<file path="src/rtl/harmonic_note_player_pkg.sv">
// Shared constants, FSM encoding and table helpers for the harmonic note player.
// The waveform is a parabolic half-wave approximation of a sine over a 2^PHASE_W period.
package harmonic_note_player_pkg;

   localparam int WEIGHT_W      = 4;
   localparam int STEP_W        = 20;
   localparam int PHASE_W       = 20;
   localparam int WAVE_W        = 16;
   localparam int STEP_PER_NOTE = 5461;

   typedef enum logic [0:0] {
      ST_IDLE    = 1'b0,
      ST_PLAYING = 1'b1
   } player_state_e;

   // Frequency table entry: phase step per sample request for a note index.
   function automatic logic [STEP_W-1:0] note_step(input logic [31:0] note);
      logic [31:0] prod;
      prod = note * 32'(STEP_PER_NOTE);
      return prod[STEP_W-1:0];
   endfunction

   function automatic logic signed [WAVE_W-1:0] wave_lookup(input logic [PHASE_W-1:0] phase);
      logic [17:0] x;
      logic [17:0] prod;
      logic [16:0] mag;
      logic [15:0] mag_sat;
      x       = 18'(phase[PHASE_W-2 -: 9]);
      prod    = x * (18'd512 - x);
      mag     = prod[17:1];
      // The crest value 32768 does not fit the positive range.
      mag_sat = (mag[16] | mag[15]) ? 16'h7FFF : mag[15:0];
      return phase[PHASE_W-1] ? -$signed(mag_sat) : $signed(mag_sat);
   endfunction

endpackage

</file>
<file path="src/rtl/harmonic_note_player_sine_reader.sv">
// Per-harmonic phase accumulator plus waveform lookup.
// A request advances the phase; the sample at the new phase is ready two cycles later.
module harmonic_note_player_sine_reader
   import harmonic_note_player_pkg::*;
(
   input  logic                     clk,
   input  logic                     reset,
   input  logic                     req_i,
   input  logic [STEP_W-1:0]        step_i,
   output logic signed [WAVE_W-1:0] sample_o,
   output logic                     ready_o
);

   logic [PHASE_W-1:0]       phase_q;
   logic [PHASE_W-1:0]       phase_d;
   logic                     pend_q;
   logic                     ready_q;
   logic signed [WAVE_W-1:0] sample_q;

   assign phase_d = phase_q + PHASE_W'(step_i);

   always_ff @(posedge clk) begin
      if (reset) begin
         phase_q  <= '0;
         pend_q   <= 1'b0;
         ready_q  <= 1'b0;
         sample_q <= '0;
      end else begin
         pend_q  <= req_i;
         ready_q <= pend_q;
         if (req_i) begin
            phase_q <= phase_d;
         end
         if (pend_q) begin
            sample_q <= wave_lookup(phase_q);
         end
      end
   end

   assign sample_o = sample_q;
   assign ready_o  = ready_q;

endmodule

</file>
<file path="src/rtl/harmonic_note_player.sv">
// Note sequencer with beat-counted duration and a weighted sum of NUM_HARMONICS waveform readers.
// SAMPLE_W is expected to be at least WAVE_W (16).
module harmonic_note_player
   import harmonic_note_player_pkg::*;
#(
   parameter int NUM_HARMONICS = 3,
   parameter int NOTE_W        = 6,
   parameter int DUR_W         = 6,
   parameter int SAMPLE_W      = 16
) (
   input  logic                                clk,
   input  logic                                reset,
   input  logic                                play_enable,
   input  logic [NOTE_W-1:0]                   note_to_load,
   input  logic [DUR_W-1:0]                    duration_to_load,
   input  logic                                load_new_note,
   input  logic [WEIGHT_W*NUM_HARMONICS-1:0]   weights,
   input  logic                                beat,
   input  logic                                generate_next_sample,
   output logic                                done_with_note,
   output logic                                busy,
   output logic signed [SAMPLE_W-1:0]          sample_out,
   output logic                                new_sample_ready
);

   localparam int MIX_W     = SAMPLE_W + 6;
   localparam int ROM_DEPTH = 1 << NOTE_W;

   player_state_e                     state_q;
   logic [DUR_W-1:0]                  cnt_q;
   logic [NOTE_W-1:0]                 note_q;
   logic [WEIGHT_W*NUM_HARMONICS-1:0] weights_q;
   logic                              done_q;
   logic                              beat_en;

   assign beat_en = beat && play_enable && (state_q == ST_PLAYING);

   // A load in the same cycle as a beat wins: the beat is simply dropped.
   always_ff @(posedge clk) begin
      if (reset) begin
         state_q   <= ST_IDLE;
         cnt_q     <= '0;
         note_q    <= '0;
         weights_q <= '0;
         done_q    <= 1'b0;
      end else begin
         done_q <= 1'b0;
         if (load_new_note) begin
            state_q   <= ST_PLAYING;
            cnt_q     <= duration_to_load;
            note_q    <= note_to_load;
            weights_q <= weights;
         end else if (beat_en) begin
            if (cnt_q <= DUR_W'(1)) begin
               state_q <= ST_IDLE;
               done_q  <= 1'b1;
            end else begin
               cnt_q <= cnt_q - DUR_W'(1);
            end
         end
      end
   end

   assign busy           = (state_q == ST_PLAYING);
   assign done_with_note = done_q;

   // Frequency table, read through a register so it can map to block RAM.
   logic [STEP_W-1:0] freq_rom [ROM_DEPTH];
   logic [STEP_W-1:0] base_step_q;

   for (genvar gi = 0; gi < ROM_DEPTH; gi++) begin : g_rom
      assign freq_rom[gi] = note_step(32'(gi));
   end

   always_ff @(posedge clk) begin
      if (reset) begin
         base_step_q <= '0;
      end else begin
         base_step_q <= freq_rom[note_q];
      end
   end

   logic                     rd_req;
   logic                     idle_req;
   logic [NUM_HARMONICS-1:0] rd_ready;
   logic                     all_ready;

   assign rd_req    = generate_next_sample && play_enable && busy;
   assign idle_req  = generate_next_sample && play_enable && !busy;
   assign all_ready = &rd_ready;

   logic [STEP_W-1:0]        hstep    [NUM_HARMONICS];
   logic signed [WAVE_W-1:0] rd_sample[NUM_HARMONICS];
   logic signed [MIX_W-1:0]  samp_ext [NUM_HARMONICS];
   logic signed [MIX_W-1:0]  wgt_ext  [NUM_HARMONICS];
   logic signed [MIX_W-1:0]  prod     [NUM_HARMONICS];
   logic signed [MIX_W-1:0]  term     [NUM_HARMONICS];

   for (genvar gi = 0; gi < NUM_HARMONICS; gi++) begin : g_harm
      assign hstep[gi] = base_step_q * STEP_W'(gi + 1);

      harmonic_note_player_sine_reader u_reader (
         .clk      (clk),
         .reset    (reset),
         .req_i    (rd_req),
         .step_i   (hstep[gi]),
         .sample_o (rd_sample[gi]),
         .ready_o  (rd_ready[gi])
      );

      assign samp_ext[gi] = {{(MIX_W-WAVE_W){rd_sample[gi][WAVE_W-1]}}, rd_sample[gi]};
      assign wgt_ext[gi]  = {{(MIX_W-WEIGHT_W){1'b0}}, weights_q[gi*WEIGHT_W +: WEIGHT_W]};
      assign prod[gi]     = samp_ext[gi] * wgt_ext[gi];
      assign term[gi]     = prod[gi] >>> 4;
   end

   logic signed [MIX_W-1:0]    mix_sum;
   logic signed [SAMPLE_W-1:0] mix_sat;

   always_comb begin
      mix_sum = '0;
      for (int i = 0; i < NUM_HARMONICS; i++) begin
         mix_sum = mix_sum + term[i];
      end
   end

   // Any disagreement among the bits above the sample's sign bit means overflow.
   always_comb begin
      mix_sat = mix_sum[SAMPLE_W-1:0];
      if (!mix_sum[MIX_W-1] && (|mix_sum[MIX_W-2:SAMPLE_W-1])) begin
         mix_sat = {1'b0, {(SAMPLE_W-1){1'b1}}};
      end else if (mix_sum[MIX_W-1] && !(&mix_sum[MIX_W-2:SAMPLE_W-1])) begin
         mix_sat = {1'b1, {(SAMPLE_W-1){1'b0}}};
      end
   end

   // Idle requests and the rest flag travel alongside the readers' two-cycle latency.
   logic [1:0]                 idle_pipe_q;
   logic [1:0]                 mute_pipe_q;
   logic                       mute_d;
   logic signed [SAMPLE_W-1:0] sample_q;
   logic                       ready_q;

   assign mute_d = (note_q == '0);

   always_ff @(posedge clk) begin
      if (reset) begin
         idle_pipe_q <= '0;
         mute_pipe_q <= '0;
         sample_q    <= '0;
         ready_q     <= 1'b0;
      end else begin
         idle_pipe_q <= {idle_pipe_q[0], idle_req};
         mute_pipe_q <= {mute_pipe_q[0], mute_d};
         ready_q     <= all_ready | idle_pipe_q[1];
         if (all_ready) begin
            sample_q <= mute_pipe_q[1] ? '0 : mix_sat;
         end else if (idle_pipe_q[1]) begin
            sample_q <= '0;
         end
      end
   end

   assign sample_out       = sample_q;
   assign new_sample_ready = ready_q;

endmodule

</file>
<file path="config.mk">
export PLATFORM = sky130hd
export DESIGN_NAME = harmonic_note_player
export DESIGN_NICKNAME = d
export VERILOG_FILES = /design/src/rtl/harmonic_note_player_pkg.sv /design/src/rtl/harmonic_note_player_sine_reader.sv /design/src/rtl/harmonic_note_player.sv
export SDC_FILE = /design/constraint.sdc
export NUM_CORES = 1
export LEC_CHECK = 0
export CAP_MARGIN = 20
export CELL_PAD_IN_SITES_DETAIL_PLACEMENT = 1
export CELL_PAD_IN_SITES_GLOBAL_PLACEMENT = 2
export CORE_MARGIN = 2
export CORE_UTILIZATION = 41
export CTS_CLUSTER_SIZE = 25
export DETAILED_ROUTE_END_ITERATION = 16
export PLACE_DENSITY = 0.91
export SYNTH_ARGS = -nofsm -noshare
export SYNTH_HDL_FRONTEND = slang
export SYNTH_SLANG_ARGS = --single-unit
</file>
<file path="constraint.sdc">
create_clock -name clk -period 8.5 [get_ports clk]
set_clock_uncertainty 0.1 [all_clocks]
set_input_delay 1.275 -clock clk [delete_from_list [all_inputs] [get_ports clk]]
set_output_delay 1.275 -clock clk [all_outputs]
set_load 0.02 [all_outputs]
</file>
# After elaboration in Yosys (flattened, before gate mapping)
# Memories as Yosys holds them, arrays and structs flattened. A register that Yosys moved wholly into a read port is not among the register bits.
# Index checks and enable logic that the tools add are counted.
# W data, S select, Z words.
# op_classes
n_addsub	12
mul	7
order_cmp	1
eq_ne	1
n_mux	18
n_bitwise	6
reduce_logical	19
# ops
operator	n
$mux W16	11
$mul A16 B5 Y21	3
$add A20 B20 Y20	3
$mul A9 B18 Y18	3
$neg A16 Y16	3
$sub A10 B9 Y11 const A	3
$mul A20 B2 Y20 const B	1
$add A18 B17 Y19	1
$add A17 B17 Y18	1
$mux W6	3
$logic_and A1 B1 Y1	7
$not A6 Y7	1
$le A6 B1 Y1 const B	1
$logic_not A6 Y1	1
$reduce_and A6 Y1	1
$reduce_bool A2 Y1	3
$reduce_or A6 Y1	1
$sub A6 B1 Y6 const B	1
$mux W1	4
$or A1 B1 Y1	4
$reduce_and A2 Y1	2
$logic_not A1 Y1	3
$reduce_or A3 Y1	1
$ne A2 B2 Y1 const B	1
$not A1 Y1	1
# word_totals
register_bits	157
mem_bits_ro	1280
inputBits	30
out_inout_bits	19
word_cells	82
mem_count	1
# mem_list
name	depth	word_bits	rd	rd_ports_with_merged_regs	write_ports	line_no	rtl
(no name shown)	64	20	1	1	0	harmonic_note_player.sv:79	base_step_q <= freq_rom[note_q];

# Logic depth before layout (Yosys ltp)
# Gate-level depths: netlist of the first run.
# logic_depth
word_depth	10
depth_mapped	33
depth_no_buf	31

# Cells and area by module
# From an unflattened synthesis of the first run, not the netlist that was laid out.
# unflattened
cells_unflattened	3364
hier_area_um2	28424.8
# by_module_without_submodules
mod	n_inst	cells_each	area_each_um2	seq_area_each_um2
harmonic_note_player	1	1310	10988.0	1201.2
harmonic_note_player_sine_reader at g_harm[0].u_reader	1	704	5940.7	760.7
harmonic_note_player_sine_reader at g_harm[2].u_reader	1	676	5809.3	760.7
harmonic_note_player_sine_reader at g_harm[1].u_reader	1	674	5686.7	760.7

# Worst setup path before layout of the first run
# No wires, ideal clock.
# synth_timing
path_kind	register -> register
startpoint	register g_harm[2].u_reader.phase_q[10]
endpoint	register g_harm[2].u_reader.sample_q[14]
setup_time_ns	0.132
arrival_time_ns	7.606
required_time_ns	8.268
path_slack_ns	0.662
stages_incl_launch_ff	30
n_path_buf	1
synth_period_minus_slack_ns	7.838
cell_sequence	dfxtp_1 clkbuf_1 inv_1 ha_1 nor3b_1 nor3b_1 nor3b_1 ha_1 nand2b_1 fa_1 inv_1 fa_1 fa_1 fa_1 ha_1 or3_1 o2111ai_1 a21oi_1 or4_1 o21ai_2 nor2b_1 ha_1 nor3b_1 nand3_1 or3_1 nor3b_1 nand3_1 o211a_1 o211ai_1 a21oi_1
# synth_between
elab_chain_len	6
# synth_lines
element	line_no	rtl
from (decl)	harmonic_note_player_sine_reader.sv:14	logic [PHASE_W-1:0] phase_q;
from (signal assigned)	harmonic_note_player_sine_reader.sv:32	phase_q <= phase_d;
$sub A10 B9 Y11	harmonic_note_player_pkg.sv:29	prod = x * (18'd512 - x);
$mul A9 B18 Y18 (*)	harmonic_note_player_pkg.sv:29	
$or A1 B1 Y1	harmonic_note_player_pkg.sv:32	mag_sat = (mag[16] | mag[15]) ? 16'h7FFF : mag[15:0];
$mux W16 (*)	harmonic_note_player_pkg.sv:32	
$neg A16 Y16	harmonic_note_player_pkg.sv:33	return phase[PHASE_W-1] ? -$signed(mag_sat) : $signed(mag_sat);
$mux W16 (*)	harmonic_note_player_pkg.sv:33	
to (signal assigned)	harmonic_note_player_sine_reader.sv:35	sample_q <= wave_lookup(phase_q);
to (decl)	harmonic_note_player_sine_reader.sv:18	logic signed [WAVE_W-1:0] sample_q;
# Every way passes the cells marked *; elsewhere a longest branch is shown, timed or not.
# A chain may end at the register's enable or synchronous reset.

# Worst setup path in the final report of the first run
# layout_timing
startpoint	register g_harm[1].u_reader.phase_q[10]
endpoint	register g_harm[1].u_reader.sample_q[14]
# layout_between
elab_chain_len	6
# layout_lines
element	line_no
from (decl)	harmonic_note_player_sine_reader.sv:14
from (signal assigned)	harmonic_note_player_sine_reader.sv:32
$sub A10 B9 Y11	harmonic_note_player_pkg.sv:29
$mul A9 B18 Y18 (*)	harmonic_note_player_pkg.sv:29
$or A1 B1 Y1	harmonic_note_player_pkg.sv:32
$mux W16 (*)	harmonic_note_player_pkg.sv:32
$neg A16 Y16	harmonic_note_player_pkg.sv:33
$mux W16 (*)	harmonic_note_player_pkg.sv:33
to (signal assigned)	harmonic_note_player_sine_reader.sv:35
to (decl)	harmonic_note_player_sine_reader.sv:18
# Marks and branches as above.

==> reports/results.tsv, run 1 <==
stage	metric	value	unit
routing	vias per cell	5.340	
worst_setup_path	CP Launch Type	flip-flop	
floorplanning	Ports	49	
worst_setup_path	Crit path required time	8.76	ns
yosys	Post-synth EDFFs	0	
power	Peak VDD IR	93.08	µV
power	pwr dens	84.45	mW/mm²
grt	GR Layer Usage met2	40.08	%
cells_and_area	ant diodes	0	
placed_design	Inst Count DP	4036	
sta	final max-slew violation count	0	
sta	Final setup viols	0	
worst_setup_path	CP max FO	6	
placed_design	gpl congestion	0.8669	
clock_network	CTS tree	built	
grt	largest net degree at the start of global routing	69	
sta	Worst Tran Pin Value	0.8853	ns
grt	first-pass GRT wire length	120100	µm
yosys	Post-Syn Area	0.02671	mm²
sta	highest clock rate	0.1247	GHz
routing	WL final	71760	µm
clock_network	H-tree levels	4	
hold_path	Worst Hold Class	reg -> reg	
routing	routed vias	21740	
cells_and_area	share of layout cells above drive strength 1	3.794	%
floorplanning	total core area	0.06446	mm²
grt	met3 usage	2.607	%
routing	first-iteration detailed-routing DRC count	953	
floorplanning	Site Rows	93	
yosys	FFs w/ async S/R, synth	0	%
worst_setup_path	Crit Path Category	reg -> reg	
cells_and_area	Final #Nets	3876	
run	Max-Cap Viols	0	
grt	GRT Resource Usage Total	21.95	%
cells_and_area	Final Instance Count excl. Fillers	4071	
floorplanning	die width	259.2	µm
yosys	register bit total from synthesis	169	
power	Lkg Pwr	13.87	nW
yosys	Mean Syn Cell Area	8.375	µm²
cells_and_area	Area Overhead vs Synth	8.171	%
clock_network	cts hold-fix bufs	0	
clock_network	clock buffer depth	2	
outcome	status	complete, no violations	
grt	antenna violations before repair	1	
worst_setup_path	Worst path slowest cell	fa_1	
yosys	Synth Flop Type	dfxtp_1	
yosys	Syn Inst Count	3189	
grt	met1 Use GR	26.44	%
floorplanning	Die Y	259.2	µm
clock_network	clock-pin slew on the worst setup and hold paths	0.08	ns
placed_design	Post-DP Area	0.02812	mm²
grt	GR peak layer	met2	
routing	antenna viol nets, final	0	
grt	vias in the first global route	24020	
routing	DR DRC count	0	
yosys	distinct cell type count of the synthesized netlist	82	
yosys	Ys Warns	0	
sta	period utilization	94.35	%
cells_and_area	design area	0.02889	mm²
clock_network	Root Driver	clkbuf_16	
clock_network	clock latency on the worst-skew pair	0.51	ns
worst_setup_path	crit path DAT	8.28	ns
worst_setup_path	max incr delay on CP	0.57	ns
floorplanning	die area	0.06720	mm²
routing	Pre-Repair DR Iteration Count	5	
clock_network	CTS Sinks	169	
routing	wire per inst	17.63	µm
sta	Slew Limit Headroom	40.92	%
worst_setup_path	Setup crit end kind	flip-flop	
yosys	Seq/Total Area, Yosys	12.67	%
floorplanning	initial core utilization	41.43	%
sta	Fin. Hold Viols	0	
sta	Final Critical Period	8.019	ns
placed_design	HPWL Detailed	58370	µm
grt	grt ovf	0	
clock_network	Num CTS Buffers	17	
placed_design	Port Buffers	48	
==> registers in the layout, indices dropped and copies added, names as in the netlist, 2 cells and up <==
name	count
sample_out	16
note_q	6
weights_q	12
mute_pipe_q	2
cnt_q	6
idle_pipe_q	2
g_harm.u_reader.phase_q	59
g_harm.u_reader.sample_o	48
base_step_q	13
==> cell usage after synthesis (9+ instances only) <==
cell      number  area, µm²
ha_1         340       4254
o21ai_0       99      495.5
a31oi_1       26      162.7
nor3_1        60      300.3
and2_1       186       1164
clkbuf_1      89      334.1
nor4_1        12      75.07
a21oi_1      193      965.9
nand2_1      269       1010
o21bai_1      11      82.58
nor2_1       186      698.2
o21a_1        38      285.3
nand2b_1     137      857.1
nand3b_1      10      75.07
xnor2_1       93      814.5
xor2_1        46      402.9
dfxtp_1      169       3383
a22o_1        13      113.9
nor2b_1       75      469.2
o22ai_1        9      56.30
or3_1         13      81.33
a22oi_1       10      75.07
inv_1        433       1625
or2_2         18      112.6
and3_1        16      100.1
nand4_1       10      62.56
mux2i_1       34      340.3
fa_1         303       6066
o211ai_1      23      172.7
a211oi_1      31      232.7
a21o_1        35      262.8
nand3_1       39      195.2
nor3b_1       20      150.1
o31ai_1       12      90.09
==> stage by stage <==
| stage | setup WS [ns] | TNS (ns) | utilization, % | hold WS [ns] | total power [mW] |
|---|---|---|---|---|---|
| final | 0.4807 | 0 | 44.81 | 0.3611 | 2.440 |
| after global routing | -0.01616 | -0.02990 | 44.81 | 0.3728 | 2.590 |
| after CTS | 0.01131 | 0 | 44.59 | 0.3626 | 2.461 |
| after detailed placement | 0.02977 | 0 | 43.62 | 0.3518 | 1.597 |
| after global placement | 0.3869 | 0 | 43.62 | 0.3340 | 1.556 |
| after floorplan | 0.6617 | 0 | - | 0.3138 | 1.390 |
==> worst max-delay path, delay by kind of cell, from the launching register on <==
kind / cells / cell delay [ns]
DFF: 1 / 0.32
AOI/OAI and AO/OA: 6 / 1.09
and+or+nand+nor: 11 / 2.73
adders and majority gates: 8 / 3.12
muxes: 1 / 0.33
buffers and inverters: 2 / 0.19
==> metal layers <==
layer  up-vias  part of all wire, %
met3        87                  2.0
met4         0                  2.6
met1     10880                   45
met2       212                   51
met5         -                    0
li1      10560                    -
==> power breakdown <==
part           switching [mW]  leakage [nW]  internal (mW)
combinational           0.422          12.2          0.297
sequential             0.0546          1.37          0.816
clock                   0.424         0.304          0.426
==> final timing paths <==
| check | from | end | slack [ns] | cells after the start |
|---|---|---|---|---|
| worst max register to register | g_harm[1].u_reader.phase_q[10] | g_harm[1].u_reader.sample_o[14] | 0.48 | 28 |
| worst max-delay path | g_harm[1].u_reader.phase_q[10] | g_harm[1].u_reader.sample_o[14] | 0.48 | 28 |
| worst min-delay path | sample_out[2] | sample_out[2] | 0.36 | 2 |
| worst min register to register | sample_out[2] | sample_out[2] | 0.36 | 2 |
==> area by class of cell <==
cell class	count	area [µm²]
Tap cell	855	1070
Fill cell	7657	35580
Clock inverter	15	200.2
Clock buffer	17	425.4
Sequential cell	169	3383
Multi-Input combinational cell	2504	21480
Inverter	434	1629
Timing Repair Buffer	77	703.2
==> cell usage in the layout (no fill, tap or decap), types with 23 or more instances in the layout <==
cell type        count
nand3_1             38
a21oi_1            192
o211ai_1            23
conb_1              24
a211oi_1            31
nand2b_1           137
clkdlybuf4s50_1     46
ha_1               340
xnor2_1             93
nor2_1             185
mux2i_1             34
buf_4               29
dfxtp_1            169
nand2_1            269
a31oi_1             26
nor3_1              59
a21o_1              35
xor2_1              46
nor2b_1             75
fa_1               303
inv_1              433
o21ai_0             98
and2_1             186
o21a_1              38
==> cells by family after synthesis <==
kind of cell    count (synthesis)  share of synthesized area, %
xor+xnor                      139                         4.558
other cells                     2                       0.02812
compound gates                577                         13.87
mux                            42                         1.612
flops                         169                         12.67
fa+ha+maj                     643                         38.64
simple gates                 1079                         20.97
buf+inv                       538                         7.655
==> repair_timing <==
| item | 4_1_cts | 5_1_grt |
|---|---|---|
| endpoints found under the setup margin | 2 | 23 |
| setup buffers | 0 | 1 |
| gates resized for setup | 1 | 18 |
Note: power is estimated with default switching activity, not from simulation.
==> run 2: changes to the inputs <==
CORE_UTILIZATION = 37   (was 41)
PLACE_DENSITY = 0.86   (was 0.91)
clock period = 7 ns   (was 8.5 ns; I/O delays follow)
==> reports/results.tsv, run 2 (synthesis results as in run 1) <==
stage	metric	value	unit	change
power	pwr dens	95.40	mW/mm²	+13%
sta	Final setup viols	6		+6
routing	routed vias	22630		+4.1%
clock_network	clock buffer depth	2		unchanged
routing	wire per inst	16.59	µm	-5.9%
placed_design	gpl congestion	0.8113		-6.4%
run	Max-Cap Viols	0		unchanged
placed_design	HPWL Detailed	60020	µm	+2.8%
worst_setup_path	Worst path slowest cell	fa_2		
hold_path	Worst Hold Class	reg -> reg		
cells_and_area	Final #Nets	4183		+7.9%
routing	antenna viol nets, final	0		unchanged
sta	Slew Limit Headroom	35.74	%	-5.2 points
placed_design	Inst Count DP	4396		+8.9%
worst_setup_path	CP startpoint	g_harm[2].u_reader.phase_q[11]		
placed_design	Setup WS pre-CTS	-0.4213	ns	-0.4511 ns
floorplanning	initial core utilization	37.36	%	-4.1 points
worst_setup_path	max incr delay on CP	0.59	ns	+0.02 ns
outcome	status	finished with violations		
worst_setup_path	Setup crit end kind	flip-flop		
grt	vias in the first global route	24410		+1.6%
cells_and_area	Most flops, register	g_harm.u_reader.phase_q		
grt	GR peak layer	met2		
grt	largest net degree at the start of global routing	59		-14%
sta	Final Critical Period	7.196	ns	-0.8231 ns
sta	period utilization	102.8	%	+8.5 points
cells_and_area	Area Overhead vs Synth	20.91	%	
clock_network	Root Driver	clkbuf_16		
worst_setup_path	crit path DAT	7.46	ns	-0.82 ns
placed_design	Port Buffers	48		unchanged
routing	DR DRC count	0		unchanged
grt	grt ovf	0		unchanged
power	Sw Ratio	35.71	%	-1.2 points
grt	first-pass GRT wire length	122300	µm	+1.9%
worst_setup_path	Crit path required time	7.26	ns	-1.50 ns
cells_and_area	share of layout cells above drive strength 1	16.55	%	+13 points
power	internal power	1.980	mW	+29%
sta	Setup TNS	-0.6784	ns	-0.6784 ns
cells_and_area	leading cell type in the layout, fill and taps excluded	inv_1		
worst_setup_path	Crit Path Category	reg -> reg		
routing	first-iteration detailed-routing DRC count	796		-16%
grt	antenna violations before repair	0		-1
grt	GRT Resource Usage Total	20.10	%	-1.8 points
sta	Fin. Hold Viols	0		unchanged
worst_setup_path	CP Launch Type	flip-flop		
clock_network	CTS tree	built		
worst_setup_path	Most Frequent Cell on Critical Path	nor3b_4		
floorplanning	Ports	49		unchanged
outcome	failing checks	setup timing		
sta	final max-slew violation count	0		unchanged
clock_network	H-tree levels	4		unchanged
sta	Min Hold Slack	0.3387	ns	-0.02235 ns
power	logic gate share of total power	34.6	%	+5.1 points
hold_path	min-delay src	mute_pipe_q[0]		
sta	Worst Tran Pin Value	0.9628	ns	+0.07750 ns
clock_network	Num CTS Buffers	17		unchanged
floorplanning	Site Rows	98		+5.4%
sta	highest clock rate	0.1390	GHz	+11%
cells_and_area	max FFs per register	59		unchanged
floorplanning	total core area	0.07149	mm²	+11%
power	clock network power share	31.5	%	-3.3 points
cells_and_area	most frequent cells in the layout	421 x inv_1, 328 x buf_4, 306 x ha_1		
cells_and_area	fillcell total	8508		+11%
cells_and_area	ant diodes	0		unchanged
floorplanning	die width	272.7	µm	+5.2%
worst_setup_path	CP max FO	3		-3
clock_network	clock latency on the worst-skew pair	0.51	ns	about the same
routing	Pre-Repair DR Iteration Count	5		unchanged
worst_setup_path	worst r2r src	g_harm[2].u_reader.phase_q[11]		
placed_design	Post-DP Area	0.03051	mm²	+8.5%
power	part of the power in registers	33.9	%	-1.8 points
floorplanning	Die Y	272.7	µm	+5.2%
cells_and_area	Final Instance Count excl. Fillers	4473		+9.9%
grt	GR Layer Usage met2	36.43	%	-3.6 points
floorplanning	die area	0.07435	mm²	+11%
grt	met1 Use GR	24.94	%	-1.5 points
cells_and_area	design area	0.03229	mm²	+12%
clock_network	cts hold-fix bufs	0		unchanged
power	Peak VDD IR	113.6	µV	+22%
power	Lkg Pwr	15.52	nW	+12%
grt	met3 usage	2.372	%	-0.23 points
routing	vias per cell	5.059		-5.3%
routing	WL final	74200	µm	+3.4%
clock_network	clock-pin slew on the worst setup and hold paths	0.07	ns	about the same
clock_network	CTS Sinks	169		unchanged
sta	RSZ-0062 raised after global routing	yes		
power	NetSw	1.100	mW	+22%
sta	Final WS setup	-0.1963	ns	-0.6769 ns
## run 2: final timing paths
kind	end	slack (ns)	cells past startpoint
setup reg to reg	g_harm[2].u_reader.sample_o[14]	-0.20	28
hold reg to reg	mute_pipe_q[1]	0.34	1
setup / recovery	g_harm[2].u_reader.sample_o[14]	-0.20	28
hold / removal	mute_pipe_q[1]	0.34	1
## run 2: critical path: cells and delay by family, from the launching register on
family / cells / cell delay, ns
AND/OR/NAND/NOR: 12 / 2.83
AO/OA/AOI/OAI: 6 / 0.91
flip-flops: 1 / 0.34
buffers and inverters: 2 / 0.13
adder cells (fa/ha/maj): 8 / 2.73
## run 2: area by class of cell
type	count	area, µm²	area share (%)
Tap cell	950	1189	3.681
Multi-Input combinational cell	2504	22450	69.51
Sequential cell	169	3420	10.59
Inverter	434	1639	5.076
Timing Repair Buffer	384	3027	9.373
Clock inverter	12	102.6	0.3177
Clock buffer	20	467.9	1.449
## run 2: timing repair
action,in CTS,in global routing
setup buffers,22,25
endpoints found under the setup margin,25,31
pin swaps,55,85
gates resized for setup,69,116
## run 2: power groups by stage
| stage | clock [mW] | combinational [mW] | sequential, mW |
|---|---|---|---|
| after global routing | 1.03 | 1.19 | 1.05 |
| after CTS | 1.00 | 1.03 | 1.05 |
| final | 0.971 | 1.07 | 1.04 |
| after floorplan | 0 | 0.661 | 1.05 |
| after global placement | 0 | 0.956 | 1.07 |
| after detailed placement | 0 | 0.985 | 1.07 |
## run 2: per-stage QoR
stage	util, %	power (mW)
2_1_floorplan	-	1.710
3_3_place_gp	42.68	2.025
3_5_place_dp	42.68	2.055
4_1_cts	44.09	3.081
5_1_grt	45.17	3.280
6_report	45.17	3.081
## run 2: routing by layer
layer	vias up	routed length (µm)
met4	0	1573
met5	-	0
met2	150	37740
met3	76	1209
li1	11180	-
met1	11220	33680
==> run 3: changes to the inputs <==
CORE_ASPECT_RATIO = 0.6   (was not set)
CORE_MARGIN = not set   (was 2)
==> reports/results.tsv, run 3 (synthesis results as in run 1) <==
stage	metric	value	unit	change
power	Lkg Pwr	15.67	nW	+0.93%
floorplanning	Site Rows	75		-23%
cells_and_area	ant diodes	0		unchanged
clock_network	Num CTS Buffers	17		unchanged
floorplanning	die area	0.07329	mm²	-1.4%
sta	RSZ-0062 raised after global routing	yes		
outcome	failing checks	setup timing		
routing	wire per inst	18.34	µm	+11%
clock_network	CTS Sinks	169		unchanged
worst_setup_path	Crit path required time	7.26	ns	about the same
clock_network	H-tree levels	4		unchanged
routing	routed vias	23260		+2.8%
cells_and_area	max FFs per register	59		unchanged
floorplanning	total core area	0.07066	mm²	-1.2%
grt	largest net degree at the start of global routing	55		-6.8%
cells_and_area	Final #Nets	4189		+0.14%
clock_network	clock buffer depth	2		unchanged
worst_setup_path	Crit Path Category	reg -> reg		
sta	Final Critical Period	7.290	ns	+0.09346 ns
routing	WL final	82360	µm	+11%
cells_and_area	Area Overhead vs Synth	22.46	%	
cells_and_area	most frequent cells in the layout	421 x inv_1, 329 x buf_4, 298 x fa_1, 298 x ha_1, 265 x nand2_1		
clock_network	CTS tree	built		
routing	DR DRC count	0		unchanged
floorplanning	Ports	49		unchanged
sta	Worst Tran Pin Value	1.039	ns	+0.07635 ns
worst_setup_path	CP bufs+invs	2		unchanged
sta	Final setup viols	10		+4
worst_setup_path	CP delay by family, top	adder cells		
sta	Fin. Hold Viols	0		unchanged
placed_design	Port Buffers	48		unchanged
sta	period utilization	104.1	%	+1.3 points
worst_setup_path	Setup crit end kind	flip-flop		
cells_and_area	Most flops, register	g_harm.u_reader.phase_q		
sta	Slew Limit Headroom	29.82	%	-5.9 points
placed_design	gpl congestion	0.8599		+6.0%
floorplanning	initial core utilization	37.80	%	+0.44 points
routing	vias per cell	5.178		+2.3%
hold_path	Worst Hold Class	reg -> reg		
clock_network	clock latency on the worst-skew pair	0.50	ns	about the same
worst_setup_path	Worst path slowest cell	fa_2		
outcome	status	finished with violations		
routing	Pre-Repair DR Iteration Count	5		unchanged
grt	antenna violations before repair	0		unchanged
sta	highest clock rate	0.1372	GHz	-1.3%
grt	GRT Resource Usage Total	22.54	%	+2.4 points
grt	first-pass GRT wire length	132000	µm	+7.9%
routing	first-iteration detailed-routing DRC count	1255		+58%
sta	final max-slew violation count	0		unchanged
power	pwr dens	99.49	mW/mm²	+4.3%
run	Max-Cap Viols	0		unchanged
cells_and_area	leading cell type in the layout, fill and taps excluded	inv_1		
cells_and_area	share of layout cells above drive strength 1	17.88	%	+1.3 points
clock_network	Root Driver	clkbuf_16		
placed_design	Setup WS pre-CTS	-0.6097	ns	-0.1884 ns
grt	grt ovf	0		unchanged
worst_setup_path	max incr delay on CP	0.57	ns	-0.02 ns
power	Peak VDD IR	207.9	µV	+83%
routing	antenna viol nets, final	0		unchanged
placed_design	HPWL Detailed	65280	µm	+8.8%
clock_network	clock-pin slew on the worst setup and hold paths	0.09	ns	+0.02 ns
floorplanning	die width	348.8	µm	+28%
floorplanning	Die Y	210.1	µm	-23%
worst_setup_path	CP Launch Type	flip-flop		
sta	Final WS setup	-0.2897	ns	-0.09346 ns
grt	vias in the first global route	24290		-0.48%
clock_network	cts hold-fix bufs	0		unchanged
power	Total Power	3.254	mW	+5.6%
worst_setup_path	crit path DAT	7.55	ns	+0.09 ns
worst_setup_path	Most Frequent Cell on Critical Path	nor3b_4		
worst_setup_path	CP max FO	4		+1
==> run 3: power by group <==
group | internal, mW | switching [mW]
sequential | 0.990 | 0.0535
combinational | 0.525 | 0.631
clock | 0.491 | 0.563
==> run 3: layout make-up <==
class,instances,area (µm²)
repair buffers,390,3087
clock buffers,17,425.4
flip-flops and latches,169,3420
well taps,962,1204
clock inverters,15,193.9
fillers,8360,37960
multi-input cells,2504,22740
inverters,434,1639
==> run 3: path summary, 6_finish.rpt <==
| kind | startpoint | to | slack, ns | depth (start not counted) |
|---|---|---|---|---|
| setup reg to reg | g_harm[2].u_reader.phase_q[10] | g_harm[2].u_reader.sample_o[14] | -0.29 | 29 |
| setup / recovery | g_harm[2].u_reader.phase_q[10] | g_harm[2].u_reader.sample_o[14] | -0.29 | 29 |
| hold / removal | sample_out[3] | sample_out[3] | 0.35 | 2 |
| hold reg to reg | sample_out[3] | sample_out[3] | 0.35 | 2 |
==> run 3: through the flow <==
stage                     instance area (µm²)  cells  util [%]  hold WS [ns]  TNS (ns)
after CTS                               31670   4461     44.82        0.3561    -1.492
after detailed placement                30410   4392     43.04        0.3463    -7.619
after global placement                  30410   4392     43.04        0.3229    -2.103
final                                   32710   4491     46.28        0.3531    -1.586
after global routing                    32710   4491     46.28        0.3780    -5.704
after floorplan                         27090   3211         -        0.3138   -0.3528
==> run 3: worst min-delay path: cells and delay by family, from the launching register on <==
family	cells	cell delay, ns
DFF	1	0.31
and+or+nand+nor	1	0.05
AOI/OAI and AO/OA	1	0.05
==> run 3: layer usage <==
metal	up-vias	global-route usage (%)	wire (µm)
met1	11610	34.96	43810
met5	-	0	0
met4	0	3.660	783
met2	383	32.43	33690
li1	11210	-	-
met3	52	4.130	4077
==> run 3: timing repair <==
| action | 4_1_cts | 5_1_grt |
|---|---|---|
| setup buffers | 38 | 33 |
| gates resized for setup | 82 | 163 |
| cloned | 1 | 0 |
| setup endpoints to repair | 29 | 33 |
| pin swaps | 79 | 133 |
